<file path="src/rtl/ifu_prefetch_if.sv">
// Instruction-fetch bundle: ROM request/response, execute-stage redirect and decode-stage handoff.
// master = fetch unit (drives ROM request and decode outputs), slave = surrounding pipeline/ROM.
// ROM read latency is one cycle; decode backpressure is a plain valid/ready pair.
`ifndef ROM_DEPTH
`define ROM_DEPTH 256
`endif
`ifndef DATA_WIDTH
`define DATA_WIDTH 32
`endif

interface ifu_prefetch_if;
   localparam int AW = $clog2(`ROM_DEPTH);
   localparam int DW = `DATA_WIDTH;

   logic [AW-1:0] rom_addr_o_ifu_rom;
   logic          rom_req_o_ifu_rom;
   logic [DW-1:0] rom_data_i_rom_ifu;
   logic          jump_en_i_exu_ifu;
   logic [AW-1:0] jump_addr_i_exu_ifu;
   logic          ready_i_idu_ifu;
   logic [DW-1:0] instr_o_ifu2idu_idu;
   logic [AW-1:0] instr_addr_o_ifu2idu_idu;
   logic          instr_valid_o_ifu_idu;

   modport master (
      output rom_addr_o_ifu_rom, rom_req_o_ifu_rom,
      output instr_o_ifu2idu_idu, instr_addr_o_ifu2idu_idu, instr_valid_o_ifu_idu,
      input  rom_data_i_rom_ifu, jump_en_i_exu_ifu, jump_addr_i_exu_ifu, ready_i_idu_ifu
   );

   modport slave (
      input  rom_addr_o_ifu_rom, rom_req_o_ifu_rom,
      input  instr_o_ifu2idu_idu, instr_addr_o_ifu2idu_idu, instr_valid_o_ifu_idu,
      output rom_data_i_rom_ifu, jump_en_i_exu_ifu, jump_addr_i_exu_ifu, ready_i_idu_ifu
   );
endinterface

</file>
<file path="src/rtl/ifu_prefetch.sv">
// Instruction prefetcher: fetch PC, one-cycle ROM, 2-entry {instr, addr} FIFO feeding decode.
// Latency: ROM request to decode output 2 cycles (1 cycle with IFU_BYPASS_EN defined).
// Backpressure: ready low holds the head stable; requests stop once FIFO + in-flight reach 2.
// Ports: clk, rst_n (async active-low), bus (ifu_prefetch_if.master: ROM, redirect, decode).
`ifndef ROM_DEPTH
`define ROM_DEPTH 256
`endif
`ifndef DATA_WIDTH
`define DATA_WIDTH 32
`endif

module ifu_prefetch (
   input  logic          clk,
   input  logic          rst_n,
   ifu_prefetch_if.master bus
);
   localparam int AW = $clog2(`ROM_DEPTH);
   localparam int DW = `DATA_WIDTH;
   localparam logic [DW-1:0] NOP = DW'(32'h0000_0013);

   // architectural state
   logic [AW-1:0] pc;
   logic [DW-1:0] fifo_instr [2];
   logic [AW-1:0] fifo_addr  [2];
   logic          rd_ptr;
   logic          wr_ptr;
   logic [1:0]    count;
   logic          inflight;
   logic [AW-1:0] inflight_addr;

   // per-cycle decisions
   logic          jump;
   logic          fifo_empty;
   logic          bypass;
   logic          pop;
   logic          push;
   logic          req;
   logic [AW-1:0] req_addr;
   logic [2:0]    occupancy;
   logic          out_vld;
   logic [DW-1:0] out_instr;
   logic [AW-1:0] out_addr;

   assign jump       = bus.jump_en_i_exu_ifu;
   assign fifo_empty = (count == 2'd0);

`ifdef IFU_BYPASS_EN
   // Response may go straight to decode when nothing older is queued.
   assign bypass = fifo_empty & inflight & ~jump;
`else
   assign bypass = 1'b0;
`endif

   always_comb begin
      out_vld   = 1'b0;
      out_instr = NOP;
      out_addr  = '0;
      if (!fifo_empty) begin
         out_vld   = 1'b1;
         out_instr = fifo_instr[rd_ptr];
         out_addr  = fifo_addr[rd_ptr];
      end else if (bypass) begin
         out_vld   = 1'b1;
         out_instr = bus.rom_data_i_rom_ifu;
         out_addr  = inflight_addr;
      end
      // A redirect makes everything presented this cycle stale.
      if (jump) out_vld = 1'b0;
   end

   assign pop  = out_vld & bus.ready_i_idu_ifu;
   // A bypassed response that decode takes this cycle needs no storage.
   assign push = inflight & ~jump & ~(bypass & bus.ready_i_idu_ifu);

   // FIFO entries plus the response still in flight, minus what leaves now.
   // A pop always implies count or inflight is set, so this never underflows.
   assign occupancy = {1'b0, count} + {2'b00, inflight} - {2'b00, pop};
   assign req       = rst_n & (jump | (occupancy < 3'd2));
   assign req_addr  = !rst_n ? '0 : (jump ? bus.jump_addr_i_exu_ifu : pc);

   assign bus.rom_req_o_ifu_rom        = req;
   assign bus.rom_addr_o_ifu_rom       = req_addr;
   assign bus.instr_valid_o_ifu_idu    = out_vld;
   assign bus.instr_o_ifu2idu_idu      = out_instr;
   assign bus.instr_addr_o_ifu2idu_idu = out_addr;

   always_ff @(posedge clk or negedge rst_n) begin
      if (!rst_n) begin
         pc            <= '0;
         rd_ptr        <= 1'b0;
         wr_ptr        <= 1'b0;
         count         <= 2'd0;
         inflight      <= 1'b0;
         inflight_addr <= '0;
      end else begin
         inflight <= req;
         if (req) begin
            inflight_addr <= req_addr;
            pc            <= req_addr + AW'(4);   // wraps modulo 2^AW
         end
         if (jump) begin
            rd_ptr <= 1'b0;
            wr_ptr <= 1'b0;
            count  <= 2'd0;
         end else begin
            if (push) wr_ptr <= ~wr_ptr;
            if (pop)  rd_ptr <= ~rd_ptr;
            count <= count + {1'b0, push} - {1'b0, pop};
         end
      end
   end

   // Payload storage needs no reset: count gates every read.
   always_ff @(posedge clk) begin
      if (push) begin
         fifo_instr[wr_ptr] <= bus.rom_data_i_rom_ifu;
         fifo_addr[wr_ptr]  <= inflight_addr;
      end
   end
endmodule

</file>
<file path="src/flat_wrapper.sv">
// flat-port wrapper written by rule: the top's interface ports become plain ports
module ifu_prefetch_flat 
  (clk, rst_n, bus_rom_addr_o_ifu_rom, bus_rom_req_o_ifu_rom, bus_instr_o_ifu2idu_idu, bus_instr_addr_o_ifu2idu_idu, bus_instr_valid_o_ifu_idu, bus_rom_data_i_rom_ifu, bus_jump_en_i_exu_ifu, bus_jump_addr_i_exu_ifu, bus_ready_i_idu_ifu);
  ifu_prefetch_if bus_i ();
  input  logic clk;
  input  logic rst_n;
  output wire logic [$bits(bus_i.rom_addr_o_ifu_rom)-1:0] bus_rom_addr_o_ifu_rom;
  output wire logic [$bits(bus_i.rom_req_o_ifu_rom)-1:0] bus_rom_req_o_ifu_rom;
  output wire logic [$bits(bus_i.instr_o_ifu2idu_idu)-1:0] bus_instr_o_ifu2idu_idu;
  output wire logic [$bits(bus_i.instr_addr_o_ifu2idu_idu)-1:0] bus_instr_addr_o_ifu2idu_idu;
  output wire logic [$bits(bus_i.instr_valid_o_ifu_idu)-1:0] bus_instr_valid_o_ifu_idu;
  input wire logic [$bits(bus_i.rom_data_i_rom_ifu)-1:0] bus_rom_data_i_rom_ifu;
  input wire logic [$bits(bus_i.jump_en_i_exu_ifu)-1:0] bus_jump_en_i_exu_ifu;
  input wire logic [$bits(bus_i.jump_addr_i_exu_ifu)-1:0] bus_jump_addr_i_exu_ifu;
  input wire logic [$bits(bus_i.ready_i_idu_ifu)-1:0] bus_ready_i_idu_ifu;
  assign bus_rom_addr_o_ifu_rom = bus_i.rom_addr_o_ifu_rom;
  assign bus_rom_req_o_ifu_rom = bus_i.rom_req_o_ifu_rom;
  assign bus_instr_o_ifu2idu_idu = bus_i.instr_o_ifu2idu_idu;
  assign bus_instr_addr_o_ifu2idu_idu = bus_i.instr_addr_o_ifu2idu_idu;
  assign bus_instr_valid_o_ifu_idu = bus_i.instr_valid_o_ifu_idu;
  assign bus_i.rom_data_i_rom_ifu = bus_rom_data_i_rom_ifu;
  assign bus_i.jump_en_i_exu_ifu = bus_jump_en_i_exu_ifu;
  assign bus_i.jump_addr_i_exu_ifu = bus_jump_addr_i_exu_ifu;
  assign bus_i.ready_i_idu_ifu = bus_ready_i_idu_ifu;
  ifu_prefetch u_core (.clk(clk), .rst_n(rst_n), .bus(bus_i));
endmodule
</file>
<file path="config.mk">
export PLATFORM = sky130hd
export DESIGN_NAME = ifu_prefetch_flat
export DESIGN_NICKNAME = d
export VERILOG_FILES = /design/src/rtl/ifu_prefetch_if.sv /design/src/rtl/ifu_prefetch.sv /design/src/flat_wrapper.sv
export SDC_FILE = /design/constraint.sdc
export NUM_CORES = 1
export LEC_CHECK = 0
export CORE_MARGIN = 2
export CORE_UTILIZATION = 36
export CTS_CLUSTER_SIZE = 14
export DETAILED_ROUTE_END_ITERATION = 12
export PLACE_DENSITY = 0.59
export SETUP_SLACK_MARGIN = 0.1
export SLEW_MARGIN = 10
export SYNTH_ARGS = -nofsm -noshare
export SYNTH_HDL_FRONTEND = slang
export SYNTH_SLANG_ARGS = --single-unit
</file>
<file path="constraint.sdc">
create_clock -name clk -period 5.3 [get_ports clk]
set_input_delay 0.53 -clock clk [delete_from_list [all_inputs] [get_ports clk]]
set_output_delay 0.53 -clock clk [all_outputs]
set_load 0.02 [all_outputs]
</file>
* Yosys cells after proc, flatten, opt, wreduce, memory -nomap -nowiden
Memories as Yosys holds them, arrays and structs flattened.
Index checks and enable logic that the tools add are counted.
** Storage, ports and cells
- Memories kept :: 2
- Flip-flop bits (word level) :: 21
- Input port bits :: 44
- Word-level logic and storage cells :: 37
- Bits in writable memories :: 80
** Cells by class
- Multiplexer cells :: 13
- Add/subtract/negate cells :: 5
- Magnitude comparators :: 1
- Bitwise operators :: 7
- Reduce and logical (&&, ||, !) cells :: 3
** Memory list
- u_core.fifo_instr :: depth 2, width 32, rd ports 1, clocked after memory_dff 0, wr ports 1, RTL line ifu_prefetch.sv:23 : logic [DW-1:0] fifo_instr [2];
- u_core.fifo_addr :: depth 2, width 8, rd ports 1, clocked after memory_dff 0, wr ports 1, RTL line ifu_prefetch.sv:24 : logic [AW-1:0] fifo_addr [2];
** Operators by type and width (number)
- $mux W32 :: 1
- $mux W8 :: 3
- $add A8 B3 Y8 const B :: 1
- $mux W1 :: 8
- $reduce_bool A2 Y1 :: 2
- $add A2 B1 Y3 :: 1
- $and A1 B1 Y1 :: 3
- $lt A3 B2 Y1 const B :: 1
- $not A1 Y1 :: 3
- $sub A3 B1 Y3 :: 1
- $add A2 B1 Y2 :: 1
- $logic_not A2 Y1 :: 1
- $mux W2 :: 1
- $sub A2 B1 Y2 :: 1
- $or A1 B1 Y1 :: 1

* Logic depth before layout (Yosys ltp)
- Depth after elaboration :: 8
- Mapped depth :: 13

* Worst setup path after synthesis
OpenSTA, ideal clock, no wires.
- Path type :: input-to-output
- Start :: input bus_jump_en_i_exu_ifu
- End :: output bus_rom_req_o_ifu_rom
- Data required time :: 4770 ps
- Path slack :: 2013 ps
- Arrival time :: 2757 ps
- Stages :: 13
- Path through :: buf_6 buf_2 nor2_1 and2_1 ha_1 inv_1 nand2_1 fa_1 xnor2_1 a21o_4 nand2_4 buf_12 inv_1
** Between the ends
- Longest elaborated chain between the ends :: 6
** RTL lines
- from (decl) :: RTL line flat_wrapper.sv:13 : input wire logic [$bits(bus_i.jump_en_i_exu_ifu)-1:0] bus_jump_en_i_exu_ifu;
- $mux W1 :: RTL line ifu_prefetch.sv:68 : if (jump) out_vld = 1'b0;
- via bus_instr_valid_o_ifu_idu :: RTL line flat_wrapper.sv:11 : output wire logic [$bits(bus_i.instr_valid_o_ifu_idu)-1:0] bus_instr_valid_o_ifu_idu;
- $and A1 B1 Y1 :: RTL line ifu_prefetch.sv:71 : assign pop = out_vld & bus.ready_i_idu_ifu;
- $sub A3 B1 Y3 :: RTL line ifu_prefetch.sv:77 : assign occupancy = {1'b0, count} + {2'b00, inflight} - {2'b00, pop};
- $lt A3 B2 Y1 :: RTL line ifu_prefetch.sv:78 : assign req = rst_n & (jump | (occupancy < 3'd2));
- $or A1 B1 Y1 :: RTL line ifu_prefetch.sv:78
- $and A1 B1 Y1 :: RTL line ifu_prefetch.sv:78
- to (decl) :: RTL line flat_wrapper.sv:8 : output wire logic [$bits(bus_i.rom_req_o_ifu_rom)-1:0] bus_rom_req_o_ifu_rom;
The timed path passes the listed nets, and every way through them passes these cells.

* Final worst setup path
- Start :: register u_core.count[1]
- End :: output bus_rom_req_o_ifu_rom
** Between the ends
- Longest elaborated chain between the ends :: 8
- Elaborated cells on any way between the ends :: 9
** RTL lines
- from (decl) :: RTL line ifu_prefetch.sv:27 : logic [1:0] count;
- from (signal assigned) :: RTL line ifu_prefetch.sv:108 : count <= count + {1'b0, push} - {1'b0, pop};
- $logic_not A2 Y1 :: RTL line ifu_prefetch.sv:45 : assign fifo_empty = (count == 2'd0);
- $mux W1 :: RTL line ifu_prefetch.sv:58 : if (!fifo_empty) begin
- $mux W1 :: RTL line ifu_prefetch.sv:68
- $and A1 B1 Y1 :: RTL line ifu_prefetch.sv:71
- $sub A3 B1 Y3 (*) :: RTL line ifu_prefetch.sv:77
- $lt A3 B2 Y1 (*) :: RTL line ifu_prefetch.sv:78
- $or A1 B1 Y1 (*) :: RTL line ifu_prefetch.sv:78
- $and A1 B1 Y1 (*) :: RTL line ifu_prefetch.sv:78
Every way passes the cells marked *; elsewhere a longest branch is shown, timed or not.

==> results <==
- The run finished with clean final reports.
- The mapped netlist covers ~4100 um^2.
- Ranked by total cell area, the synthesized netlist is headed by edfxtp_1 (58%), dfrtp_1 (12%), mux2i_1 (11%), nor2_1 (3.8%), mux2_2 (2.2%).
- For the pin with the worst max-slew slack, the measured transition is about 1.0 ns.
- The most common cell after layout, fill and taps aside is clkdlybuf4s50_1.
- In this run the cell area measured after placement is 5200 um^2.
- The kind of end point of the critical path is an output port.
- Along the worst path, the maximum fanout reaches 38.
- For this block, the via count after detailed routing is around 2400.
- The final clock period utilization by the worst path is 0.791.
- The smallest setup slack after layout is around 1.1 ns.
- In the layout the commonest cells are clkdlybuf4s50_1 (93), edfxtp_1 (80), mux2i_1 (44), nor2_1 (41), dfrtp_1 (18).
- The number of antenna diodes in the final layout is 0.
- Summed over all instances, the cell type with the most area after synthesis is edfxtp_1.
- The total clock buffers created by CTS is 9.
- The global-route wire length before repair is around 13 mm.
- The post-synthesis to final-layout area growth is 33.8%.
- The iteration-0 DRC count of the detailed router is 55.
- Of the total power, the share spent switching nets is 0.332.
- Setup slack on the worst reg-to-reg path comes out at roughly 2.2 ns.
- Buffers added to address setup during post-CTS repair amount to 0.
- The final layout contains routed wiring with a total length of around 8.0 mm.
- The row count is 39.
- The cell area after layout is 5520 um^2.
- Detailed routing placed a total of about 350 um of wire on met3.
- The maximum number of pins on one net before global-route repair is between 40 and 50.
- Of the post-synthesis cell area, the dominant cell type holds 0.583.
- The pre-CTS worst setup slack is around 1.2 ns.
- During synthesis, Yosys emitted a total of 0 warnings.
- The clock latency on the worst-skew pair is 0.34 ns.
- The worst supply voltage drop on vdd is between 0.0002 and 0.00025 V.
- The type of origin of the critical path is a flip-flop.
- The die is approximately 110 um wide.
- No sink is reached through more buffers than the 2 on the longest clock path.
- The count of pins over their slew limit is 0.
- The top-level I/O count is 94.
- The number of different library cells used by synthesis comes to 34.
- The normalized max-slew margin is 0.311.
- The instance count of the mapped netlist is between 200 and 300.
- The total met2 wirelength after detailed routing is roughly 3.8 mm.
- The die covers 12300 um^2.
- The clock-pin slew on the worst setup and hold paths is ~0.060 ns.
- The number of levels in the clock H-tree is 3.
- In the routed layout, each cell is associated on average with a via count of approximately 4.7.
- At the worst endpoint, the required time is about 4.8 ns.
- The detail route stage leaves a number of antenna-violating nets equal to 0.
- The area of the core is 11300 um^2.
- The worst-case reg-to-reg path depth is 12.
- At the end of routability-driven placement, the weighted congestion stood at just under 0.8.
- The wire-length estimate of the detail-placed layout is about 5.2 mm.
- Of the total power, registers draw 0.383.
- Of the cells placed in the final design, the portion with a size suffix greater than 1 is 0.0976.
- The number of global-route vias before repair was 2432.
- Setup violations remaining at the end of the flow were counted as 0.
- The switching power summed over all nets is approximately 1 mW.
- The first detailed-routing pass ran for 4 iterations.
- The worst hold path terminates at u_core.fifo_addr[1][4].
- The initial antenna violation count came to 0.
- The setup path with the least slack is of type flip-flop to output port.
- The internal cell power is slightly below 2 mW.
- The number of hold-repair buffers added at the cts stage is 0.
- STA puts the critical path data arrival time at between 3 and 4 ns.
- The reg-to-reg critical path startpoint is u_core.count[1].
- For this configuration, the core starts out at a cell density of 0.366.
- The accumulated negative setup slack is 0 ns.
- The number of synthesized register bits is a little under 100.
- The post-synthesis area per instance is approximately 15 um^2.
- The sequential fraction of the synthesis area is 0.698.
- The final period demand of the worst path is roughly 4.2 ns.
- The count of instances resized after the clock tree is built is 0.
- The post-route clock skew is 0.00475 ns.
- The combinational group share of total power is 0.385.
- The overall routing resource usage is 0.135.
- Synthesis produced a netlist with a net count of about 320.
- Counting instances, the worst hold path has a depth of 0.
- The start point of the worst min-delay path is u_core.inflight_addr[4].
- Total power for the finished layout comes to a little under 3 mW.
- The share of total power dissipated in the clock network is 0.232.
- Setup repair after global routing left no endpoint under its margin.
- The final routed wire length divided by cell count is between 15 and 20 um.
- The endpoint identified for the worst register-to-register timing path is u_core.pc[3].
- The master cell of the clock root buffer is clkbuf_16.
- Summed over all cells, the static leakage comes to between 1.5 and 2 nW.
- CTS saw between 90 and 100 sinks.
- The worst hold-check slack is ~0.47 ns.
- The chip height is ~110 um.
- The count of buffers added on input and output ports is 93.
- The CTS tree is built.
- Timing would allow up to about 0.24 GHz.
- For this run the aggregate overflow at the end of global routing stands at 0.
- For this block, wires on met1 add up to between 3 and 4 mm.
- After detailed routing, the number of remaining DRC violations is 0.
- The max-cap violation count is 0.
- The final number of hold-violating endpoints came to 0.
- In this run the power density over the cells is 537 nW/um^2.
- The final layout net count is about 410.
- The detailed router used layers up to and including met4.
- The tightest min-delay check is of the flip-flop to flip-flop type.
## area by class of cell
type,count,area (um^2)
timing repair buffer,98,968
sequential,99,2880
tap,143,179
inverter,8,30.0
clock inverter,4,73.8
multi-input combinational,148,1150
clock buffer,12,236
fill,1035,5760
## state kept, by name (all words and copies together) (netlist names)
| signal | count |
|---|---|
| u_core.wr_ptr | 1 |
| u_core.fifo_instr | 64 |
| u_core.fifo_addr | 16 |
| u_core.pc | 6 |
| u_core.inflight | 1 |
| u_core.count | 2 |
| u_core.rd_ptr | 1 |
| u_core.inflight_addr | 8 |
## synth_stat cells
master	n
nand3_1	1
a21boi_0	1
nor2_1	42
o211a_1	1
a21o_4	1
clkbuf_1	1
xor2_1	3
ha_1	4
and3_1	2
nor2b_1	7
buf_12	1
mux2_4	4
mux2i_1	44
a21oi_1	2
a22o_1	4
and3b_1	1
buf_6	1
inv_1	8
buf_2	7
edfxtp_1	80
dfrtp_1	19
o21ai_0	4
a31oi_1	1
buf_1	3
nand2_4	1
nand3b_1	1
nand2_1	5
a21o_1	1
o31a_1	1
fa_1	1
and2_1	3
xnor2_1	4
nand4_1	1
mux2_2	8
## routing by layer
metal  GRT usage  vias to the layer above
met3      0.0257                       11
met1       0.179                     1169
met4      0.0650                        0
met2       0.215                       67
met5           0                        -
li1            -                     1161
## worst max path at each step
| stage | from | end |
|---|---|---|
| after CTS | u_core.count[1] | bus_rom_req_o_ifu_rom |
| after floorplan | bus_jump_en_i_exu_ifu | bus_rom_req_o_ifu_rom |
| after global routing | u_core.count[1] | bus_rom_req_o_ifu_rom |
| after detailed placement | bus_jump_en_i_exu_ifu | bus_rom_req_o_ifu_rom |
| after global placement | bus_jump_en_i_exu_ifu | bus_rom_req_o_ifu_rom |
| final | u_core.count[1] | bus_rom_req_o_ifu_rom |
## metrics by stage
| step | util | cells |
|---|---|---|
| final | 0.489 | 512 |
| after global routing | 0.489 | 512 |
| after CTS | 0.489 | 512 |
| after detailed placement | 0.462 | 496 |
| after global placement | 0.462 | 496 |
| after floorplan | - | 268 |
## cells by family (layout without fill, tap and decap cells)
logic type / count (synthesis) / count (layout) / share of synthesized area
xor gates and xnor gates: 7 / 7 / 0.0149
DFF: 99 / 99 / 0.698
AOI/OAI and AO/OA: 16 / 16 / 0.0291
buffers and inverters: 21 / 122 / 0.0270
muxes: 56 / 56 / 0.143
adders and majority gates: 5 / 5 / 0.0170
and+or+nand+nor: 64 / 64 / 0.0704
## power by group through the flow
stage / clock (mW) / sequential (mW) / combinational, mW
final: 0.687 / 1.14 / 1.14
after global routing: 0.738 / 1.15 / 1.23
after CTS: 0.702 / 1.14 / 1.17
after detailed placement: 0 / 1.15 / 1.16
after global placement: 0 / 1.15 / 1.16
after floorplan: 0 / 1.10 / 0.739
## critical path, cell delays in order, from the launching register on
cell,delay [ns]
dfrtp_1,0.50
nor2_4,0.14
buf_4,0.38
nor2_1,0.10
and2_1,0.18
ha_1,0.27
inv_1,0.08
nand2_1,0.07
fa_1,0.38
xnor2_1,0.18
a21o_4,0.20
nand2_4,0.13
inv_1,0.11
clkdlybuf4s50_1,0.60
Power figures use the tool's default switching activity.
